File: src/rtl/handshake_rr_ctrl_arbiter.sv
// Round-robin arbiter that shares one registered index channel between NUM_INPUTS control channels.
// Optional accepted-token counter enabled by defining HANDSHAKE_ARB_STATS_EN.
module handshake_rr_ctrl_arbiter #(
    parameter int NUM_INPUTS  = 4,
    parameter int INDEX_WIDTH = 2
) (
    input  logic                          clk,
    input  logic                          rst,
    input  logic [NUM_INPUTS-1:0]         ins_valid,
    output logic [NUM_INPUTS-1:0]         ins_ready,
    output logic [INDEX_WIDTH-1:0]        index,
    output logic                          index_valid,
    input  logic                          index_ready,
    output logic [15:0]                   grant_count,
    output logic                          state_dbg,
    output logic [$clog2(NUM_INPUTS)-1:0] rr_ptr_dbg
);

    // Handshake: a token moves on a channel in any cycle where valid and ready are
    // both high at the rising edge; valid never waits on ready, and ready here is
    // derived from downstream space and the round-robin choice only.

    localparam int               PTR_W = $clog2(NUM_INPUTS);
    localparam logic [PTR_W:0]   N_EXT = (PTR_W + 1)'(NUM_INPUTS);
    localparam logic [PTR_W-1:0] LAST  = PTR_W'(NUM_INPUTS - 1);

    typedef enum logic {
        EMPTY = 1'b0,
        FULL  = 1'b1
    } state_t;

    state_t                   state_q;
    state_t                   state_d;
    logic [PTR_W-1:0]         rr_ptr_q;
    logic [INDEX_WIDTH-1:0]   index_q;
    logic [PTR_W-1:0]         winner;
    logic [PTR_W:0]           cand;
    logic                     found;
    logic                     can_accept;
    logic                     transfer;

    assign can_accept = (state_q == EMPTY) | index_ready;

    // Scan from rr_ptr upward with wrap; the first valid requester wins.
    always_comb begin
        winner = '0;
        found  = 1'b0;
        cand   = '0;
        for (int off = 0; off < NUM_INPUTS; off++) begin
            cand = {1'b0, rr_ptr_q} + (PTR_W + 1)'(off);
            if (cand >= N_EXT) begin
                cand = cand - N_EXT;
            end
            if (!found && ins_valid[cand[PTR_W-1:0]]) begin
                winner = cand[PTR_W-1:0];
                found  = 1'b1;
            end
        end
    end

    // ins_ready is gated by rst so it is all-zero the moment reset asserts.
    always_comb begin
        ins_ready = '0;
        if (rst && can_accept && found) begin
            ins_ready[winner] = 1'b1;
        end
    end

    assign transfer = |(ins_ready & ins_valid);

    always_comb begin
        state_d = state_q;
        case (state_q)
            EMPTY: begin
                if (transfer) begin
                    state_d = FULL;
                end
            end
            FULL: begin
                if (index_ready && !transfer) begin
                    state_d = EMPTY;
                end
            end
            default: state_d = EMPTY;
        endcase
    end

    always_ff @(posedge clk or negedge rst) begin
        if (!rst) begin
            state_q <= EMPTY;
        end else begin
            state_q <= state_d;
        end
    end

    always_ff @(posedge clk or negedge rst) begin
        if (!rst) begin
            index_q  <= '0;
            rr_ptr_q <= '0;
        end else if (transfer) begin
            index_q  <= INDEX_WIDTH'(winner);
            rr_ptr_q <= (winner == LAST) ? '0 : winner + PTR_W'(1);
        end
    end

`ifdef HANDSHAKE_ARB_STATS_EN
    logic [15:0] grant_count_q;

    always_ff @(posedge clk or negedge rst) begin
        if (!rst) begin
            grant_count_q <= 16'h0000;
        end else if (transfer) begin
            grant_count_q <= grant_count_q + 16'h0001;
        end
    end

    assign grant_count = grant_count_q;
`else
    assign grant_count = 16'h0000;
`endif

    assign index       = index_q;
    assign index_valid = (state_q == FULL);
    assign state_dbg   = state_q;
    assign rr_ptr_dbg  = rr_ptr_q;

endmodule

File: config.mk
export PLATFORM = sky130hd
export DESIGN_NAME = handshake_rr_ctrl_arbiter
export DESIGN_NICKNAME = d
export VERILOG_FILES = /design/src/rtl/handshake_rr_ctrl_arbiter.sv
export SDC_FILE = /design/constraint.sdc
export NUM_CORES = 1
export LEC_CHECK = 0
export ABC_AREA = 1
export CAP_MARGIN = 40
export CORE_AREA = 2 2 53 55
export CTS_CLUSTER_SIZE = 40
export DETAILED_ROUTE_END_ITERATION = 10
export DIE_AREA = 0 0 55 57
export PLACE_DENSITY = 0.57
export SYNTH_ARGS = -nofsm -noshare
export SYNTH_HDL_FRONTEND = slang
export SYNTH_SLANG_ARGS = --single-unit
export TNS_END_PERCENT = 20
File: constraint.sdc
create_clock -name clk -period 3.7 [get_ports clk]
set_clock_uncertainty 0.1 [all_clocks]
set_input_delay 1.11 -clock clk [delete_from_list [all_inputs] [get_ports clk]]
set_output_delay 1.11 -clock clk [all_outputs]
set_load 0.01 [all_outputs]
==> metrics list, run 1 <==
* Synth Instances: 111
* CTS max path bufs: 2
- Counting both buffers and inverters, the worst setup path holds a total of 4.
* Number of antenna violations at the first check in global routing: 0
- Number of warning messages in the yosys log: 0
- Max incr delay on CP: 240 ps
- GP Congestion: between 0.8 and 0.9
- Outcome: finished clean
- FF-to-FF Start: rr_ptr_dbg[0]
- Share of the clock period used by the worst path: 0.992
* Count of different cell masters after synthesis: 25
* Area share of the leading cell type in the synthesized netlist: 0.171
- For this run, design rule violations remaining after detail routing come to 0.
- Wire length of the first global-routing pass: 3.03 mm
* Largest voltage drop on the vdd net: between 0.5 and 0.6 mV
- Data on the critical path is required at its endpoint by 2490 ps.
- Worst-path clk slew: approximately 40 ps
- The critical path in this run is classified as input port to output pin.
* Crit path setup slack, layout: roughly 31 ps
* Leading cell types by total area after synthesis: sky130_fd_sc_hd__buf_4 (17%), sky130_fd_sc_hd__dfrtp_1 (17%), sky130_fd_sc_hd__nand2_1 (16%)
- For this design the static power due to leakage is around 0.00062 µW.
- Worst setup timing slack at the placement stage: -858 ps
* Worst Hold Launch: index[1]
- Yosys instantiated no cell more often than sky130_fd_sc_hd__nand2_1.
* Worst Path Arrival: 2460 ps
- TritonCTS built the clock tree.
- The most used flip-flop cell after synthesis is sky130_fd_sc_hd__dfrtp_1.
- Sequential cell area fraction in the yosys report: 0.168
- After synthesis the cells add up to 747 µm².
* Number of port buffers: 16
- Final Critical Period: 3670 ps
- Of the cells placed in the final design, the portion with a size suffix greater than 1 is 0.517.
* Top post-synthesis cells by count: sky130_fd_sc_hd__nand2_1 (32), sky130_fd_sc_hd__buf_4 (17), sky130_fd_sc_hd__inv_1 (11), sky130_fd_sc_hd__nand2_2 (8), sky130_fd_sc_hd__nand4_1 (6)
* Final #Nets: 161
* Overflow left after global routing: 0
- Cell accounting for the most synthesized area: sky130_fd_sc_hd__buf_4
* Post-synth EDFFs: 0
* Filler cell count in the final layout: ~250
- Across all hold checks on the routed design, the worst slack comes to around 390 ps.
- The via count of the first global-routing pass came to approximately 710.
* Clk sinks: 5
- Setup repair after global routing missed its margin: true
- The tree is rooted in a sky130_fd_sc_hd__clkbuf_4.
- Cells after DPL: ~170
* Kind of path behind the tightest hold check: register to register
- Along the worst path, the maximum fanout reaches 4.
* Layout Area Growth over Synthesis: 63.1%
* Total core area: approximately 2600 µm²
- Clock latency on the worst-skew pair, taken at its later pin, is about 240 ps.
- TritonCTS created 3 clock buffers.
* Final count of pins violating max slew: 0
- Max Fclk: about 270 MHz
* Actual transition at the worst max-transition pin: around 650 ps
- Total of flip-flops plus latches after synthesis: 5
* Overall die height: between 50 and 60 µm
- Library cell contributing the largest single delay on the critical path: sky130_fd_sc_hd__o21ai_4
- Entering global routing, the biggest net connects 12 pins.
- In this run the number of H-tree levels came out at 1.
- Vias post-DR: ~770
* Number of endpoints failing setup at the final stage: 0
- Avg Inst Size Synth: between 6 and 7 µm²
* Area post-placement: 946 µm²
* Design Area, Final: between 1000 and 1500 µm²
- Across every metal layer, demand over resource in global routing totals 0.129.
- The worst setup path is launched from an input port.
- Post-detailed-route wirelength per cell: around 10 µm
- In this run the remaining antenna-violating nets after routing total 0.
- Asr flop ratio synth: 1.00
- N_diodes: 0
* Total Power: roughly 1300 µW
* Initial cell density of the core: 0.286
* Rel. slew slack: 0.565
* Total power divided by cell area: between 1000 and 1500 nW/µm²
* Post-layout instance count excluding filler cells: 180
- The number of hold buffers added after CTS was 0.
* Via density per instance: ~4.3
* I/O Pins: 33
- Detailed placement ended at an HPWL of between 1 and 1.5 mm.
* Die W: about 55 µm
- Die Outline Area: between 3000 and 4000 µm²
- Walking the worst path, the cells encountered are buf_8 -> nand2_4 -> o21ai_4 -> o21ai_4 -> o21bai_4 -> nand2_2 -> nand2_2 -> nor2_4 -> inv_2 -> ha_4 -> inv_2 -> nor2_1 -> buf_2.
- STA classifies the critical path endpoint as an output pin.
- The most critical setup path has its startpoint at ins_valid[1].
- Count of endpoints failing hold in the final timing report: 0
* Max-cap violations: 0
- Broken down by cell family, the worst path's largest delay share belongs to compound AO/OA/AOI/OAI gates.
- Before antenna repair, the detailed router went through 4 iterations.
* Floorplan row count: 19
* Post-Route WL: between 1.5 and 2 mm
- After the first detailed-routing iteration, the DRC count stood at 2.
layout make-up:
cell class,count,area (µm²),share of cell area
well taps,31,38.8,0.0318
inverters,13,61.3,0.0503
multi-input cells,90,646,0.530
flip-flops and latches,5,125,0.103
clock buffers,4,26.3,0.0216
repair buffers,37,322,0.264
final timing paths:
check	cells after the start	end	slack [ps]
worst min-delay path	2	index[1]	390
worst max register to register	15	index[1]	1030
worst min register to register	2	index[1]	390
min in group asynchronous	2	index[1]	1070
worst max-delay path	13	ins_ready[2]	30
max in group asynchronous	2	index_valid	2330
cells in the final DEF (no fill, tap or decap), drive strengths merged:
master | Yosys | routed
nand3 | 4 | 4
and2 | 1 | 1
o21bai | 1 | 1
conb | 1 | 16
nor2 | 8 | 8
dfrtp | 5 | 5
o21ai | 7 | 7
inv | 13 | 13
clkdlybuf4s50 | 0 | 8
buf | 18 | 29
ha | 4 | 4
nand3b | 1 | 1
nand2 | 41 | 41
clkbuf | 0 | 4
nand4 | 6 | 6
o21a | 1 | 1
logic make-up (layout without fill, tap and decap cells):
| kind of cell | after synthesis | after routing | synth area share |
|---|---|---|---|
| AOI/OAI and AO/OA | 9 | 9 | 0.0720 |
| adders and majority gates | 4 | 4 | 0.0670 |
| buffers and inverters | 31 | 54 | 0.258 |
| DFF | 5 | 5 | 0.168 |
| other | 1 | 16 | 0.00502 |
| and+or+nand+nor | 61 | 61 | 0.431 |
state kept, by name (all words and copies together), names as in the netlist:
name / cells
index_valid: 1
index: 2
rr_ptr_dbg: 2
power by group:
group / switching [µW] / internal, µW
sequential: 51.0 / 82.1
combinational: 565 / 497
clock: 21.2 / 40.7
total: 638 / 620
metal layers:
metal  wire length [µm]  vias to the layer above  GRT usage  share of wire
met3                 65                        2     0.0183          0.035
met2               1130                       12      0.241           0.60
met5                  0                        -          0              0
met1                680                      364      0.145           0.36
met4                  8                        0     0.0348         0.0043
li1                   -                      394          -              -
worst reg2reg max path: stages, from the launching register on:
cell and delay, ps:
sky130_fd_sc_hd__dfrtp_1 750, sky130_fd_sc_hd__inv_6 120, sky130_fd_sc_hd__nand2_1 110, sky130_fd_sc_hd__nand2_2 80
sky130_fd_sc_hd__nand2_2 110, sky130_fd_sc_hd__nand2_4 90, sky130_fd_sc_hd__nor2_8 120, sky130_fd_sc_hd__nand4_1 120
sky130_fd_sc_hd__nand3_2 120, sky130_fd_sc_hd__nand2_4 70, sky130_fd_sc_hd__buf_6 130, sky130_fd_sc_hd__ha_4 150
sky130_fd_sc_hd__nand4_1 70, sky130_fd_sc_hd__nand2_1 150, sky130_fd_sc_hd__o21ai_0 200, sky130_fd_sc_hd__nand2_1 80
repair_timing:
action                     4_1_cts  5_1_grt
setup endpoints to repair        4        4
pin swaps                       19       16
cloned                           0        0
gates resized for setup         67       23
setup buffers                    5        5
through the flow:
stage | TNS (ps) | utilization
floorplan | 0 | -
global placement | -3290 | 0.362
detailed placement | -3380 | 0.362
CTS | 0 | 0.418
global route | -245 | 0.466
finish | 0 | 0.466
Power figures use the tool's default switching activity.
==> inputs of run 2 (changes only) <==
--- a/config.mk
+++ b/config.mk
@@ -5,13 +5,12 @@
 export SDC_FILE = /design/constraint.sdc
 export NUM_CORES = 1
 export LEC_CHECK = 0
-export ABC_AREA = 1
 export CAP_MARGIN = 40
-export CORE_AREA = 2 2 53 55
+export CORE_AREA = 2 2 46 48
 export CTS_CLUSTER_SIZE = 40
 export DETAILED_ROUTE_END_ITERATION = 10
-export DIE_AREA = 0 0 55 57
-export PLACE_DENSITY = 0.57
+export DIE_AREA = 0 0 48 50
+export PLACE_DENSITY = 0.64
 export SYNTH_ARGS = -nofsm -noshare
 export SYNTH_HDL_FRONTEND = slang
 export SYNTH_SLANG_ARGS = --single-unit
==> constraint.sdc (replaced) <==
create_clock -name clk -period 3.32 [get_ports clk]
set_clock_uncertainty 0.1 [all_clocks]
set_input_delay 0.996 -clock clk [delete_from_list [all_inputs] [get_ports clk]]
set_output_delay 0.996 -clock clk [all_outputs]
set_load 0.01 [all_outputs]
==> metrics list, run 2 <==
* Net Sw Power: 218 µW (-66%)
* Maximum number of pins on one net before global-route repair: 9 (-3)
- Via density per instance: 3.88 (-9.6%)
- Area share of the leading cell type in the synthesized netlist: 0.241 (+0.0703)
* Violation count after the first detailed-routing iteration: 5 (+3)
- Cell accounting for the most synthesized area: sky130_fd_sc_hd__buf_4
- The part of the power in registers came to 0.225 (+0.119).
- The number of fill cells in the layout was 197 (-22%).
* Setup repair after global routing missed its margin: true
- Static leakage: 0.000388 µW (-37%)
- DRC errors left: 0 (unchanged)
- Floorplan row count: 16 (-3)
* Vias post-DR: 438 (-43%)
* Switching Fraction: 0.376 (-0.131)
* Total power divided by cell area: 707 nW/µm² (-31%)
- Vias in the first global route: 448 (-37%)
* Avg Inst Size Synth: 9.45 µm² (+40%)
- The antenna violation net count after detailed routing is 0 (unchanged).
- Most common library cell in the layout ignoring fill and taps: sky130_fd_sc_hd__conb_1
- CP max FO: 5 (+1)
* Die Outline Area: 2400 µm² (-23%)
- The diode insertion count for antenna repair is 0 (unchanged).
- In the synthesized netlist the dominant register cell turns out to be sky130_fd_sc_hd__dfrtp_1.
- Fraction of final layout cells with drive strength greater than 1: 0.523 (+0.00648)
* Global router's overall resource usage: 0.110 (-0.0190)
* Synth Instances: 56 (-50%)
- Max Fclk: 305 MHz
- Pre-Repair DR Iteration Count: 2 (-2)
- The initial antenna violation count was 0 (unchanged).
- CTS placed an instance of sky130_fd_sc_hd__clkbuf_4 at the clock tree root.
- The maximum buffer depth of the clock tree came to 2 (unchanged).
- The sequential cell area is 125 µm² (unchanged).
- The synthesized cell area came to 529 µm² (-29%).
* Post-synth EDFFs: 0 (unchanged)
* Post-layout instance count excluding filler cells: 113 (-37%)
* Worst Path Arrival: 2190 ps (-270 ps)
* CTS hold repair buffers: 0 (unchanged)
- The slowest stage of the critical path is the sky130_fd_sc_hd__ha_4 cell.
- The reported max-cap violation count is 0 (unchanged).
* Max incr delay on CP: 150 ps (-90 ps)
- After synthesis, the most frequently instantiated cells are sky130_fd_sc_hd__buf_4 (17), sky130_fd_sc_hd__dfrtp_1 (5), sky130_fd_sc_hd__and2_2 (4), sky130_fd_sc_hd__ha_1 (4).
- Number of endpoints failing setup at the final stage: 0 (unchanged)
- The highest ir drop seen on vdd is 0.379 mV (-30%).
- By area the synthesized netlist is led by sky130_fd_sc_hd__buf_4 (24%), sky130_fd_sc_hd__dfrtp_1 (24%), sky130_fd_sc_hd__ha_1 (9.5%).
- I/O Pins: 33 (unchanged)
- The number of buffers inserted by port buffering was 16 (unchanged).
- Share of the clock period used by the worst path: 0.989
- Wire length of the first global-routing pass: 1.91 mm (-37%)
- The chip width was 48 µm (-13%).
- Outcome: finished clean
- Worst setup timing slack at the placement stage: -767 ps (+91.4 ps)
- Layout Area Growth over Synthesis: 54.6%
* Crit path setup slack, layout: 38.1 ps (+7.40 ps)
- TritonCTS clock tree: yes
- The number of storage elements in the synthesis netlist is 5 (unchanged).
- The routability congestion estimate came to 0.740 (-12%).
* Clock insertion delay at the later pin of the skew report: 240 ps (about the same)
- The internal portion of total power was 361 µW (-42%).
* Final #Nets: 98 (-39%)
* Clock Power Share: 0.119 (+0.070)
* Kind of path behind the tightest hold check: register to register
* Count of endpoints failing hold in the final timing report: 0 (unchanged)
* Design Area, Final: 818 µm² (-33%)
- The critical path in this run is classified as input port to output pin.
- Asr flop ratio synth: 1.00 (unchanged)
* Relative contribution of combinational cells to total power: 0.656 (-0.189)
- Required time reported for the critical path endpoint: 2220 ps (-270 ps)
- Post-detailed-route wirelength per cell: 10.1 µm (-3.6%)
* Final Critical Period: 3280 ps
- Category of the worst setup path capture point: output pin
- The CTS sink count was 5 (unchanged).
* Overall die height: 50 µm (-12%)
- The CTS buffer count is 3 (unchanged).
- Sequential cell area fraction in the yosys report: 0.236 (+0.0689)
- The max-slew violation count is 0 (unchanged).
- Highest-count cells in the layout ignoring fill and taps: sky130_fd_sc_hd__conb_1 (16), sky130_fd_sc_hd__buf_4 (11), sky130_fd_sc_hd__clkdlybuf4s50_1 (8)
- The final HPWL from detailed placement was 806 µm (-36%).
- The maximum level of the CTS H-tree is 1 (unchanged).
- Initial cell density of the core: 0.278 (-0.00736)
- The cell total after placement came to 105 (-37%).
* Count of different cell masters after synthesis: 22 (-12%)
- Dominant cell by count in the synthesized netlist: sky130_fd_sc_hd__buf_4
* Startpoint type of the worst setup path: input port
- Area post-placement: 712 µm² (-25%)
- Chain of cells forming the critical path: buf_6 -> buf_4 -> nor2_2 -> a221oi_2 -> buf_4 -> buf_6 -> buf_4 -> ha_4 -> and2_4 -> buf_6
- Number of warning messages in the yosys log: 0 (unchanged)
* Worst-path clk slew: 40 ps (about the same)
- Total core area: 1900 µm² (-27%)
- Area of combinational cells with multiple inputs: 380 µm² (-41%)
- The residual overflow from global routing was 0 (unchanged).
* Post-Route WL: 1.14 mm (-40%)
## run 2: cell types whose count changed in the layout (fill, tap and decap cells not counted), sizes merged, moves of 5 or more
cell | before | now
buf | 29 | 17
inv | 13 | 3
nand2 | 41 | 2
nand4 | 6 | 0
nor2 | 8 | 1
o21ai | 7 | 2
## run 2: routing by layer
metal,track usage,vias up,part of all wire
met5,0,-,0
met1,0.133,202,0.40
li1,-,215,-
met2,0.171,21,0.55
met3,0.0183,0,0.054
met4,0.0676,0,0
## run 2: what timing repair did
action / in CTS / in global routing
buffers inserted: 4 / 0
pin swaps: 2 / 3
resized for setup: 37 / 15
endpoints found under the setup margin: 4 / 4
## run 2: cell families (layout without fill, tap and decap cells)
| family | count (synthesis) | in the layout | share of synthesized area |
|---|---|---|---|
| buffers and inverters | 20 | 35 | 0.262 |
| AND/OR/NAND/NOR | 13 | 13 | 0.163 |
| AO/OA/AOI/OAI | 8 | 8 | 0.135 |
| multiplexers | 5 | 5 | 0.102 |
| flip-flops | 5 | 5 | 0.236 |
| adder cells (fa/ha/maj) | 4 | 4 | 0.0946 |
| other | 1 | 16 | 0.00709 |
## run 2: power groups by stage
stage                     sequential (µW)  combinational (µW)  clock, µW
after floorplan                       133                 161          0
after global placement                123                 300          0
after detailed placement              125                 300          0
after CTS                             126                 341       73.0
after global routing                  135                 414       75.4
final                                 130                 380       68.9
## run 2: layout make-up
class | count | area share
multi-input cells | 46 | 0.465
repair buffers | 28 | 0.292
flip-flops and latches | 5 | 0.153
well taps | 27 | 0.0413
clock buffers | 4 | 0.0321
inverters | 3 | 0.0168
## run 2: critical path: cells and delay by family
kind                     cells  cell delay, ps
adder cells (fa/ha/maj)      1             150
buffers and inverters        6             740
AO/OA/AOI/OAI                1              40
AND/OR/NAND/NOR              2             250
## run 2: through the flow
stage	util	setup TNS, ps	hold slack, ps	total power (µW)
global placement	0.374	-2930	396	423
detailed placement	0.374	-2940	406	425
floorplan	-	0	451	294
global route	0.430	-77.4	437	625
finish	0.430	0	420	579
CTS	0.413	-34.1	421	539
## run 2: final timing paths
| path | from | endpoint | slack (ps) | depth (start not counted) |
|---|---|---|---|---|
| min | index[1] | index[1] | 420 | 1 |
| max | ins_valid[3] | ins_ready[3] | 40 | 10 |
| max in group asynchronous | rst | rr_ptr_dbg[1] | 2050 | 2 |
| min reg2reg | index[1] | index[1] | 420 | 1 |
| max reg2reg | rr_ptr_dbg[1] | index[1] | 910 | 10 |
| min in group asynchronous | rst | index[0] | 960 | 2 |
